===== src/rtl/seg_pkg.sv =====
// Shared constants for the seven-segment display path: segment patterns,
// the blank input code and the slot FSM state type.
package seg_pkg;

  localparam logic [3:0] BLANK_CODE = 4'hF;

  // Patterns are {g,f,e,d,c,b,a}, active-low.
  localparam logic [6:0] SEG_BLANK = 7'h7F;
  localparam logic [6:0] SEG_0     = 7'h40;
  localparam logic [6:0] SEG_1     = 7'h79;
  localparam logic [6:0] SEG_2     = 7'h24;
  localparam logic [6:0] SEG_3     = 7'h30;
  localparam logic [6:0] SEG_4     = 7'h19;
  localparam logic [6:0] SEG_5     = 7'h12;
  localparam logic [6:0] SEG_6     = 7'h02;
  localparam logic [6:0] SEG_7     = 7'h78;
  localparam logic [6:0] SEG_8     = 7'h00;
  localparam logic [6:0] SEG_9     = 7'h10;

  typedef enum logic {
    SLOT_GAP   = 1'b0,
    SLOT_DRIVE = 1'b1
  } slot_state_t;

  function automatic logic [6:0] digit_pattern(input logic [3:0] digit);
    case (digit)
      4'd0:    return SEG_0;
      4'd1:    return SEG_1;
      4'd2:    return SEG_2;
      4'd3:    return SEG_3;
      4'd4:    return SEG_4;
      4'd5:    return SEG_5;
      4'd6:    return SEG_6;
      4'd7:    return SEG_7;
      4'd8:    return SEG_8;
      4'd9:    return SEG_9;
      default: return SEG_BLANK;
    endcase
  endfunction

endpackage


===== src/rtl/bcd_to_seg7.sv =====
// Combinational BCD digit to active-low seven-segment pattern, with a
// blank override. Non-decimal digit codes also render blank.
module bcd_to_seg7
  import seg_pkg::*;
(
  input  logic [3:0] i_digit,
  input  logic       i_blank,
  output logic [6:0] o_seg
);

  assign o_seg = i_blank ? SEG_BLANK : digit_pattern(i_digit);

endmodule


===== src/rtl/seg_display_mux.sv =====
// Four-digit multiplexed display for two countdown lights (q on digits 0/1,
// r on digits 2/3) with frame-coherent snapshots and low-value blinking.
module seg_display_mux
  import seg_pkg::*;
#(
  parameter int REFRESH_DIV  = 100000,
  parameter int BLINK_FRAMES = 125
) (
  input  logic       clk,
  input  logic       resetSW,
  input  logic [3:0] q,
  input  logic [3:0] r,
  output logic [6:0] seg,
  output logic [3:0] an,
  output logic       dp
);

  localparam int PW = $clog2(REFRESH_DIV);
  localparam int FW = (BLINK_FRAMES > 1) ? $clog2(BLINK_FRAMES) : 1;

  logic [PW-1:0] r_presc;
  logic [1:0]    r_idx;
  slot_state_t   r_state;
  logic [3:0]    r_snap_q, r_snap_r;
  logic [FW-1:0] r_frame;
  logic          r_blink_on;
  logic [3:0]    r_an;
  logic [6:0]    r_seg;

  logic          w_tick, w_wrap;
  slot_state_t   w_state_nxt;
  logic [3:0]    w_val, w_ones, w_digit;
  logic          w_tens_one, w_blank;
  logic [6:0]    w_seg_dec;
  logic [3:0]    w_an_nxt;
  logic [6:0]    w_seg_nxt;

  assign w_tick = (r_presc == PW'(REFRESH_DIV - 1));
  assign w_wrap = w_tick && (r_idx == 2'd3);

  // NOTE: every register here, including the snapshots, is in the async
  // reset so the display goes dark the instant resetSW rises.
  always_ff @(posedge clk or posedge resetSW) begin
    if (resetSW) begin
      r_presc    <= '0;
      r_idx      <= 2'd0;
      r_snap_q   <= BLANK_CODE;
      r_snap_r   <= BLANK_CODE;
      r_frame    <= '0;
      r_blink_on <= 1'b1;
    end else begin
      r_presc <= w_tick ? '0 : r_presc + PW'(1);
      if (w_tick) r_idx <= r_idx + 2'd1;
      if (w_wrap) begin
        r_snap_q <= q;
        r_snap_r <= r;
        if (r_frame == FW'(BLINK_FRAMES - 1)) begin
          r_frame    <= '0;
          r_blink_on <= ~r_blink_on;
        end else begin
          r_frame <= r_frame + FW'(1);
        end
      end
    end
  end

  always_ff @(posedge clk or posedge resetSW) begin
    if (resetSW) r_state <= SLOT_GAP;
    else         r_state <= w_state_nxt;
  end

  always_comb begin
    w_val      = r_idx[1] ? r_snap_r : r_snap_q;
    w_tens_one = (w_val >= 4'd10);
    w_ones     = w_tens_one ? (w_val - 4'd10) : w_val;
    w_digit    = r_idx[0] ? {3'b000, w_tens_one} : w_ones;
    w_blank    = (w_val == BLANK_CODE)
              || (r_idx[0] && !w_tens_one)
              || (!r_blink_on && (w_val <= 4'd5));
  end

  bcd_to_seg7 u_dec (
    .i_digit (w_digit),
    .i_blank (w_blank),
    .o_seg   (w_seg_dec)
  );

  // NOTE: defaults first so no path through this block can infer a latch.
  always_comb begin
    w_state_nxt = r_state;
    w_an_nxt    = 4'hF;
    w_seg_nxt   = SEG_BLANK;
    case (r_state)
      SLOT_GAP:   w_state_nxt = SLOT_DRIVE;
      SLOT_DRIVE: w_state_nxt = SLOT_DRIVE;
    endcase
    if (w_tick) w_state_nxt = SLOT_GAP;
    // Index and snapshots only move on a tick, which forces GAP, so decoding
    // the current registers is correct for the DRIVE cycle being loaded.
    if (w_state_nxt == SLOT_DRIVE) begin
      w_an_nxt  = ~(4'b0001 << r_idx);
      w_seg_nxt = w_seg_dec;
    end
  end

  always_ff @(posedge clk or posedge resetSW) begin
    if (resetSW) begin
      r_an  <= 4'hF;
      r_seg <= SEG_BLANK;
    end else begin
      r_an  <= w_an_nxt;
      r_seg <= w_seg_nxt;
    end
  end

  assign an  = r_an;
  assign seg = r_seg;
  assign dp  = 1'b1;

endmodule


===== config.mk =====
export PLATFORM = sky130hd
export DESIGN_NAME = seg_display_mux
export DESIGN_NICKNAME = d
export VERILOG_FILES = /design/src/rtl/seg_pkg.sv /design/src/rtl/bcd_to_seg7.sv /design/src/rtl/seg_display_mux.sv
export SDC_FILE = /design/constraint.sdc
export NUM_CORES = 1
export LEC_CHECK = 0
export ABC_AREA = 1
export CAP_MARGIN = 20
export CORE_ASPECT_RATIO = 1.4
export CORE_MARGIN = 1
export CORE_UTILIZATION = 40
export DETAILED_ROUTE_END_ITERATION = 7
export PLACE_DENSITY = 0.72
export REMOVE_ABC_BUFFERS = 1
export SLEW_MARGIN = 40
export SYNTH_ARGS = -nofsm -noshare
export SYNTH_HDL_FRONTEND = slang
export SYNTH_SLANG_ARGS = --single-unit
export TNS_END_PERCENT = 20

===== constraint.sdc =====
create_clock -name clk -period 1.66 [get_ports clk]
set_clock_uncertainty 0.1 [all_clocks]
set_input_delay 0.249 -clock clk [delete_from_list [all_inputs] [get_ports clk]]
set_output_delay 0.249 -clock clk [all_outputs]
set_load 0.02 [all_outputs]

---- After elaboration in Yosys (flattened, before gate mapping) ----
Memories as Yosys holds them, arrays and structs flattened.
Cells that the tools add are included.
operators by class
  add/sub/neg operators ................... 4
  $lt $le $gt $ge ......................... 2
  eq/ne operators ......................... 4
  shift-type cells ........................ 1
  muxes and demuxes ....................... 8
  bitwise gates (word level) .............. 2
  reductions and logical operators ........ 8
operator list
  cell                                                       number
  two-way mux 7 bit                                          3
  adder 17 x 1 -> 17 bit (second input constant)             1
  equality test 17 bit (second input constant)               1
  two-way mux 17 bit                                         1
  two-way mux 4 bit                                          4
  adder 7 x 1 -> 7 bit (second input constant)               1
  equality test 7 bit (second input constant)                1
  equality test 4 bit (second input constant)                1
  greater-or-equal comparator 4 bit (second input constant)  1
  <= comparator 4 x 3 -> 1 bit (second input constant)       1
  NOT 4 bit                                                  1
  left shift 1 x 2 -> 4 bit (first input constant)           1
  subtractor 4 bit (second input constant)                   1
  logical AND 1 bit                                          3
  adder 2 x 1 -> 2 bit (second input constant)               1
  equality test 2 bit (second input constant)                1
  logical NOT 1 bit                                          2
  logical OR 1 bit                                           2
  AND reduction 2 bit                                        1
  NOT 1 bit                                                  1
storage, ports and cells
  register bits after elaboration ......... 46
  bits in read-only memories .............. 112
  input bits .............................. 10
  output and inout bits ................... 12
  logic and storage cells ................. 38
  memories kept ........................... 1
memory list
  name             words  width  rd ports  clocked after Yosys merged registers in  wr ports  line           RTL
  (no name shown)  16     7      1         0                                        0         seg_pkg.sv:26  case (digit)

---- Longest topological paths before layout ----
Gate-level depths: netlist of run 1.
  word-level depth ........................ 8
  depth in mapped cells ................... 12
  depth with buffers taken out ............ 12

---- Hierarchy ----
From an unflattened synthesis of run 1, not the netlist that was laid out.
unflattened totals
  cells, all modules ...................... 353
  area total of the unflattened synthesis .. 2726.4 um^2
by module, submodules not included
  module           times used  cells an instance  area an instance (um^2)
  seg_display_mux  1           316                2522.4
  bcd_to_seg7      1           37                 203.9

---- Least setup slack after synthesis of run 1 ----
No wires, ideal clock.
  path kind ............................... register -> register
  start ................................... register r_idx[1]
  end ..................................... register r_seg[5], in the netlist seg[5]
  arrival ................................. 1.592 ns
  data required time ...................... 1.484 ns
  setup slack ............................. -0.107 ns
  cell stages (with the launch flop) ...... 11
  path buffers ............................ 0
  cells stage by stage .................... dfrtp_1 > inv_4 > nand2_4 > nand2_4 > ha_1 > a21oi_4 > nand2_4 > o21ai_1 > inv_1 > nand2_1 > nand2_1
on the way
  cells in the longest elaborated chain, start to end .. 8
ends and longest elaborated chain
  element                                                                           line                    RTL
  start, declared                                                                   seg_display_mux.sv:22   logic [1:0] r_idx;
  start signal, assigned                                                            seg_display_mux.sv:53   if (w_tick) r_idx <= r_idx + 2'd1;
  two-way mux 4 bit *                                                               seg_display_mux.sv:73   w_val = r_idx[1] ? r_snap_r : r_snap_q;
  parallel branches: the longest is 5 deep, another holds memory read (16 x 7 bit)  n/a
  two-way mux 7 bit *                                                               bcd_to_seg7.sv:11       assign o_seg = i_blank ? SEG_BLANK : digit_pattern(i_digit);
  two-way mux 7 bit *                                                               seg_display_mux.sv:100  if (w_state_nxt == SLOT_DRIVE) begin
  via w_seg_nxt[5]                                                                  seg_display_mux.sv:36   logic [6:0] w_seg_nxt;
  end signal, assigned                                                              seg_display_mux.sv:112  r_seg <= w_seg_nxt;
  end, declared                                                                     seg_display_mux.sv:28   logic [6:0] r_seg;
Mark *: on every way through the listed nets, which the timed path passes.
A chain may end at the register's enable or synchronous reset.

---- Final worst setup path of run 1 ----
  start ................................... register r_snap_r[2]
  end ..................................... register r_seg[0], in the netlist seg[0]
on the way
  cells in the longest elaborated chain, start to end .. 8
ends and longest elaborated chain
  element                                                                           line                    RTL
  start, declared                                                                   seg_display_mux.sv:24   logic [3:0] r_snap_q, r_snap_r;
  start signal, assigned                                                            seg_display_mux.sv:56   r_snap_r <= r;
  two-way mux 4 bit *                                                               seg_display_mux.sv:73
  parallel branches: the longest is 5 deep, another holds memory read (16 x 7 bit)  n/a
  two-way mux 7 bit *                                                               bcd_to_seg7.sv:11
  two-way mux 7 bit *                                                               seg_display_mux.sv:100
  via w_seg_nxt[0]                                                                  seg_display_mux.sv:36
Marked as above.

==> impl_metrics.csv, run 1 <==
group,metric,value,unit
synth,synthMuxAreaShare,0,%
clocking,h-tree-depth,2,
synth,ys_seq_area_share,46.6,%
final_layout,seqCellArea,1180,um2
pwr,swShare,22.1,%
critical_path,crit_fanout,7,
hold_path,hold_class,"input port to asynchronous set/reset pin",
clocking,cts_sinks,46,
floorplan,core,5990,um2
place,dpl_cell_area,3060,um2
routing,vias,2178,
timing,setup_viol,7,
critical_path,crit_start,"r_snap_r[2]",
grt,grt_max_degree,47,
pwr,leakage,1.66,nW
routing,vias_per_cell,4.93,
routing,wirelength,5770,um
timing,finalCritPeriodShare,109,%
final_layout,layout-drive-gt1-share,36.6,%
place,place_inst,419,
floorplan,die_h,96.0,um
routing,dr.pass1.iters,4,
critical_path,cp_data_arrival_time,1940,ps
synth,synth_warnings,0,
final_layout,antennaDiodeCount,0,
final_layout,final_cell_area,3510,um2
run_status,violations,"setup timing",
clocking,holdBufCountCts,0,
floorplan,ios,22,
synth,synth_compound_area_share,5.05,%
floorplan,die_w,69.2,um
clocking,cts_tree,"done",
place,gp_congestion,0.860,
synth,synthXorXnorAreaFrac,6.24,%
grt,track_usage,15.5,%
synth,ys.flop_type,"dfrtp_1",
run_status,outcome,"finished, violations left",
floorplan,num_rows,33,
clocking,cts_inserted_buffers,5,
routing,drc,0,
routing,postRouteAntennaNets,0,
timing,fin_crit,1810,ps
pwr,combPwrFrac,2.8,%
synth,synthCells,300,
flow_run,max-cap-violations,0,
synth,yosys.area_share.simple,30.2,%
synth,syn_area,2530,um2
pwr,powerDensity,526,nW/um2
clocking,cts_root_buf,"clkbuf_8",
final_layout,fillerInstances,492,
synth,synth_edf_count,0,
routing,wl_per_cell,13.1,um
synth,synthArstFlopShare,100,%
synth,ys_ff_latch,46,
place,post-dp-hpwl,3410,um
timing,hold_viol,0,
critical_path,cp.required,1800,ps
clocking,clock_latency,300,ps
timing,setup_ws,-147,ps
grt,grt_overflow,0,
grt,first_global_vias,1985,
pwr,pwr-share-seq,60.9,%
pwr,p_int,1.44,mW
synth,synth_area_per_cell,8.42,um2
pwr,p_sw,408,uW
critical_path,cp-start-kind,"flip-flop",
final_layout,syn2layout_area_growth,38.9,%
routing,drtIter0Drc,178,
grt,grt_pass1_wl,8230,um
grt,antenna_found_initial,0,
timing,slew_violations,0,
timing,rsz0062_at_grt,"yes",
pwr,ir_drop,0.000320,V
clocking,clkTransAtPathRegs,90,ps
critical_path,worstSetupPathType,"flip-flop to flip-flop",
critical_path,r2r_start,"r_snap_r[2]",
final_layout,nets,392,
synth,ys_types,29,
floorplan,initial_utilization,42.2,%
place,dp_slack,-199,ps
place,port_buffers,20,
synth,synth_top_family_by_area,"simple AND/OR/NAND/NOR gates",
clocking,cts_buffer_depth,2,
final_layout,multi_input_area,1370,um2
final_layout,final_cells,442,
synth,synthAdderAreaFrac,5.45,%
timing,fmaxAchievable,0.553,GHz
pwr,p_clk_share,36.4,%
critical_path,endpoint_kind,"flip-flop",
floorplan,die_area,6640,um2
## routing by layer
layer	up-vias	global-route usage, %	share of wire [%]
met5	-	0	0
met4	0	8.67	2.4
met3	11	3.04	2.8
met2	44	28.8	53
met1	1043	16.6	42
li1	1080	-	-
## through the flow
step,TNS [ps],power [mW],utilization [%],hold WS (ps)
2_1_floorplan,-1090,1.16,-,245
3_3_place_gp,-1000,1.19,51.1,357
3_5_place_dp,-1240,1.19,51.1,361
4_1_cts,-350,1.85,53.9,214
5_1_grt,-2440,1.90,58.6,228
6_report,-924,1.84,58.6,191
## final cells by class
| cell class | instances | share of cell area (%) |
|---|---|---|
| multi-input combinational | 215 | 39.1 |
| sequential | 46 | 33.7 |
| timing repair buffer | 68 | 18.4 |
| inverter | 35 | 4.07 |
| tap | 70 | 2.50 |
| clock buffer | 6 | 2.07 |
| clock inverter | 2 | 0.250 |
## worst max-delay path, cell delays in order (launching register included)
cell,delay (ps)
dfstp_2,530
inv_2,70
nand2_8,80
nand2_8,70
ha_4,250
a21oi_4,200
nand2_4,120
nand3_2,110
nand2_1,70
nand2_1,90
nand2_2,60
## power groups by stage
stage	clock, mW	combinational [mW]	sequential, mW
floorplan	0	0.0180	1.14
global placement	0	0.0508	1.14
detailed placement	0	0.0516	1.14
CTS	0.676	0.0515	1.12
global route	0.720	0.0579	1.12
finish	0.671	0.0513	1.12
## timing repair
item                                    4_1_cts  5_1_grt
endpoints found under the setup margin       22       37
setup buffers                                 4        8
pin swaps                                    17       19
resized for setup                            30       50
gates cloned                                  0        3
## synthesized netlist by cell type, types with 3 or more instances
master	count	area (um2)
buf_4	3	22.5
nand2_1	84	315
inv_1	33	124
nand2_2	6	37.5
nand3_1	25	125
dfstp_2	20	526
nand4_1	3	18.8
dfrtp_1	26	651
a21oi_1	6	30.0
o21ai_0	10	50.1
ha_1	11	138
nor2_1	25	93.8
nand2_4	7	78.8
nor3_1	6	30.0
o21ai_1	3	15.0
xor2_1	16	140
## cell usage in the layout (no fill, tap or decap), drive strengths merged, types with 2 or more instances in the layout
cell,n
nand3,25
xnor2,2
a21oi,8
nor3,8
o21ai,13
clkbuf,8
inv,32
nand2,97
xor2,16
clkinv,4
dfstp,20
nor2,28
dlygate4sd2,11
buf,46
nand4,3
ha,11
dfrtp,26
clkdlybuf4s50,9
## final timing paths
| kind | to | slack (ps) | cells after the start |
|---|---|---|---|
| hold / removal | r_presc[10] | 190 | 3 |
| setup / recovery | seg[0] | -150 | 10 |
| max in group asynchronous | seg[4] | 990 | 3 |
| min in group clk | r_snap_q[0] | 360 | 3 |
| setup reg to reg | seg[0] | -150 | 10 |
| hold reg to reg | r_snap_q[0] | 380 | 2 |
## sequential cells by signal (all words and copies together), names as in the netlist
signal,count
r_snap_q,4
r_snap_r,4
r_frame,7
r_presc,17
an,4
seg,7
r_idx,2
r_blink_on,1
## cells by family (layout without fill, tap and decap cells)
kind of cell / Yosys count / after routing
DFF: 46 / 46
other: 1 / 1
and+or+nand+nor: 163 / 163
adders and majority gates: 11 / 11
buffers and inverters: 39 / 111
AOI/OAI and AO/OA: 22 / 22
xor gates and xnor gates: 18 / 18
Note: power is estimated with default switching activity, not from simulation.
==> run 2, diff against run 1 <==
--- a/config.mk
+++ b/config.mk
@@ -7,7 +7,6 @@
 export LEC_CHECK = 0
 export ABC_AREA = 1
 export CAP_MARGIN = 20
-export CORE_ASPECT_RATIO = 1.4
 export CORE_MARGIN = 1
 export CORE_UTILIZATION = 40
 export DETAILED_ROUTE_END_ITERATION = 7
==> run 2 against run 1 <==
Compared with the run above:
- the flow still finishes with violations (setup timing)
- maximum frequency up 3.2%
- register-to-register slack better by 60 ps
- final area down 5.3%
- non-clock buffer count down 14
- combinational power up 7.0%
- worst setup slack better by 55 ps
- core utilization down 3.1 points
- worst hold slack worse by 81 ps
- clock power up 25%
- wire length down 13%
- cell count down 2.0%
- critical path depth unchanged
- critical path type unchanged
- highest routed layer unchanged
==> impl_metrics.csv, run 2 (synthesis results as in run 1) <==
group,metric,value,unit
run_status,outcome,"finished, violations left",
run_status,violations,"setup timing",
pwr,p_sw,412,uW
routing,wl_per_cell,11.6,um
timing,rsz0062_at_grt,"yes",
timing,finalCritPeriodShare,106,%
routing,wirelength,5010,um
final_layout,layout-drive-gt1-share,31.0,%
critical_path,cp-start-kind,"flip-flop",
clocking,clock_latency,300,ps
timing,fin_crit,1750,ps
floorplan,die_w,81.5,um
pwr,leakage,1.58,nW
clocking,holdBufCountCts,0,
pwr,powerDensity,606,nW/um2
routing,drtIter0Drc,126,
routing,vias_per_cell,4.73,
timing,hold_viol,0,
timing,slew_violations,0,
pwr,p_clk_share,41.5,%
floorplan,ios,22,
grt,grt_pass1_wl,8490,um
floorplan,num_rows,28,
flow_run,max-cap-violations,0,
clocking,cts_inserted_buffers,5,
clocking,cts_sinks,46,
floorplan,core,5990,um2
grt,track_usage,16.6,%
final_layout,regMostFlops,"r_presc",
clocking,cts_root_buf,"clkbuf_8",
timing,setup_ws,-91.7,ps
grt,grt_overflow,0,
clocking,cts_buffer_depth,2,
grt,grt_max_degree,24,
floorplan,initial_utilization,42.2,%
critical_path,cp_data_arrival_time,1890,ps
critical_path,worstSetupPathType,"flip-flop to flip-flop",
critical_path,endpoint_kind,"flip-flop",
routing,dr.pass1.iters,4,
final_layout,nets,378,
place,post-dp-hpwl,3630,um
final_layout,final_common_cell,"nand2_1",
pwr,pwr-share-seq,55.8,%
final_layout,fillerInstances,539,
floorplan,die_area,6640,um2
routing,postRouteAntennaNets,0,
place,gp_congestion,0.916,
pwr,swShare,20.5,%
timing,fmaxAchievable,0.571,GHz
final_layout,antennaDiodeCount,0,
final_layout,syn2layout_area_growth,31.6,%
hold_path,hold_class,"input port to asynchronous set/reset pin",
clocking,cts_tree,"done",
final_layout,final_cell_mix,"nand2_1 (80), buf_4 (28), inv_1 (25)",
critical_path,crit_fanout,7,
pwr,finalPower,2.01,mW
place,port_buffers,20,
floorplan,die_h,81.5,um
clocking,h-tree-depth,2,
pwr,combPwrFrac,2.7,%
routing,vias,2049,
critical_path,cp.required,1790,ps
routing,drc,0,
clocking,clkTransAtPathRegs,90,ps
timing,setup_viol,7,
pwr,p_int,1.60,mW
pwr,ir_drop,0.000291,V
timing,hold_slack,110,ps
grt,first_global_vias,1970,
grt,antenna_found_initial,0,
final_layout,largest_reg_flops,17,
## run 2: cell count changes in the layout (fill, tap and decap cells not counted), sizes merged
cell      previous run  this run
buf                 46        34
bufinv               0         1
clkbuf               8         5
clkinv               4         2
clkinvlp             1         0
inv                 32        35
## run 2: layout make-up
cell class                 count  area (um2)  share of cell area, %
timing repair buffer          54         490                   14.8
clock buffer                   5        68.8                   2.07
multi-input combinational    215        1310                   39.5
inverter                      35         136                   4.10
sequential                    46        1180                   35.5
tap                           75        93.8                   2.82
clock inverter                 3        43.8                   1.32
## run 2: power groups by stage
stage	Clock, mW	Combinational (mW)	Sequential [mW]
after floorplan	0	0.0180	1.14
after global placement	0	0.0558	1.14
after detailed placement	0	0.0571	1.14
after CTS	0.871	0.0571	1.12
after global routing	0.921	0.0611	1.12
final	0.836	0.0549	1.12
## run 2: routing by layer
layer / up-vias / global-route usage, % / wire (um)
li1: 1054 / - / -
met1: 936 / 21.0 / 2240
met2: 55 / 28.4 / 2510
met3: 4 / 2.67 / 208
met4: 0 / 5.89 / 57
met5: - / 0 / 0
## run 2: worst max-delay path, stage by stage, from the launching register on
cell      delay, ps
dfrtp_2         490
inv_6           130
nand2_4          50
nand2_4         100
ha_4            220
a21oi_4         190
buf_6           130
nand3b_1         60
nand3_1          90
nand2_1          60
nand2_1          70
## run 2: worst paths after layout
path                             startpoint          end  slack (ps)  cells after the start
worst max-delay path               r_idx[1]       seg[4]         -90                     10
worst min-delay path                resetSW   r_presc[2]         110                      2
worst max register to register     r_idx[1]       seg[4]         -90                     10
worst min register to register  r_snap_q[0]  r_snap_q[0]         370                      2
max in group asynchronous           resetSW       seg[5]         830                      3
min in group clk                       q[0]  r_snap_q[0]         350                      3
## run 2: metrics by stage
step	instances	instance area [um2]	utilization, %	TNS [ps]	setup WS, ps
after floorplan	296	2500	-	-1090	-107
after global placement	422	3060	51.1	-1240	-179
after detailed placement	422	3060	51.1	-1690	-170
after CTS	432	3230	53.9	-444	-85.9
after global routing	433	3320	55.5	-2070	-180
final	433	3320	55.5	-420	-91.7
## run 2: repair_timing
item,in CTS,in global routing
pin swaps,12,9
hold endpoints to repair,0,0
resized for setup,25,24
setup buffers,2,1
setup endpoints to repair,33,31
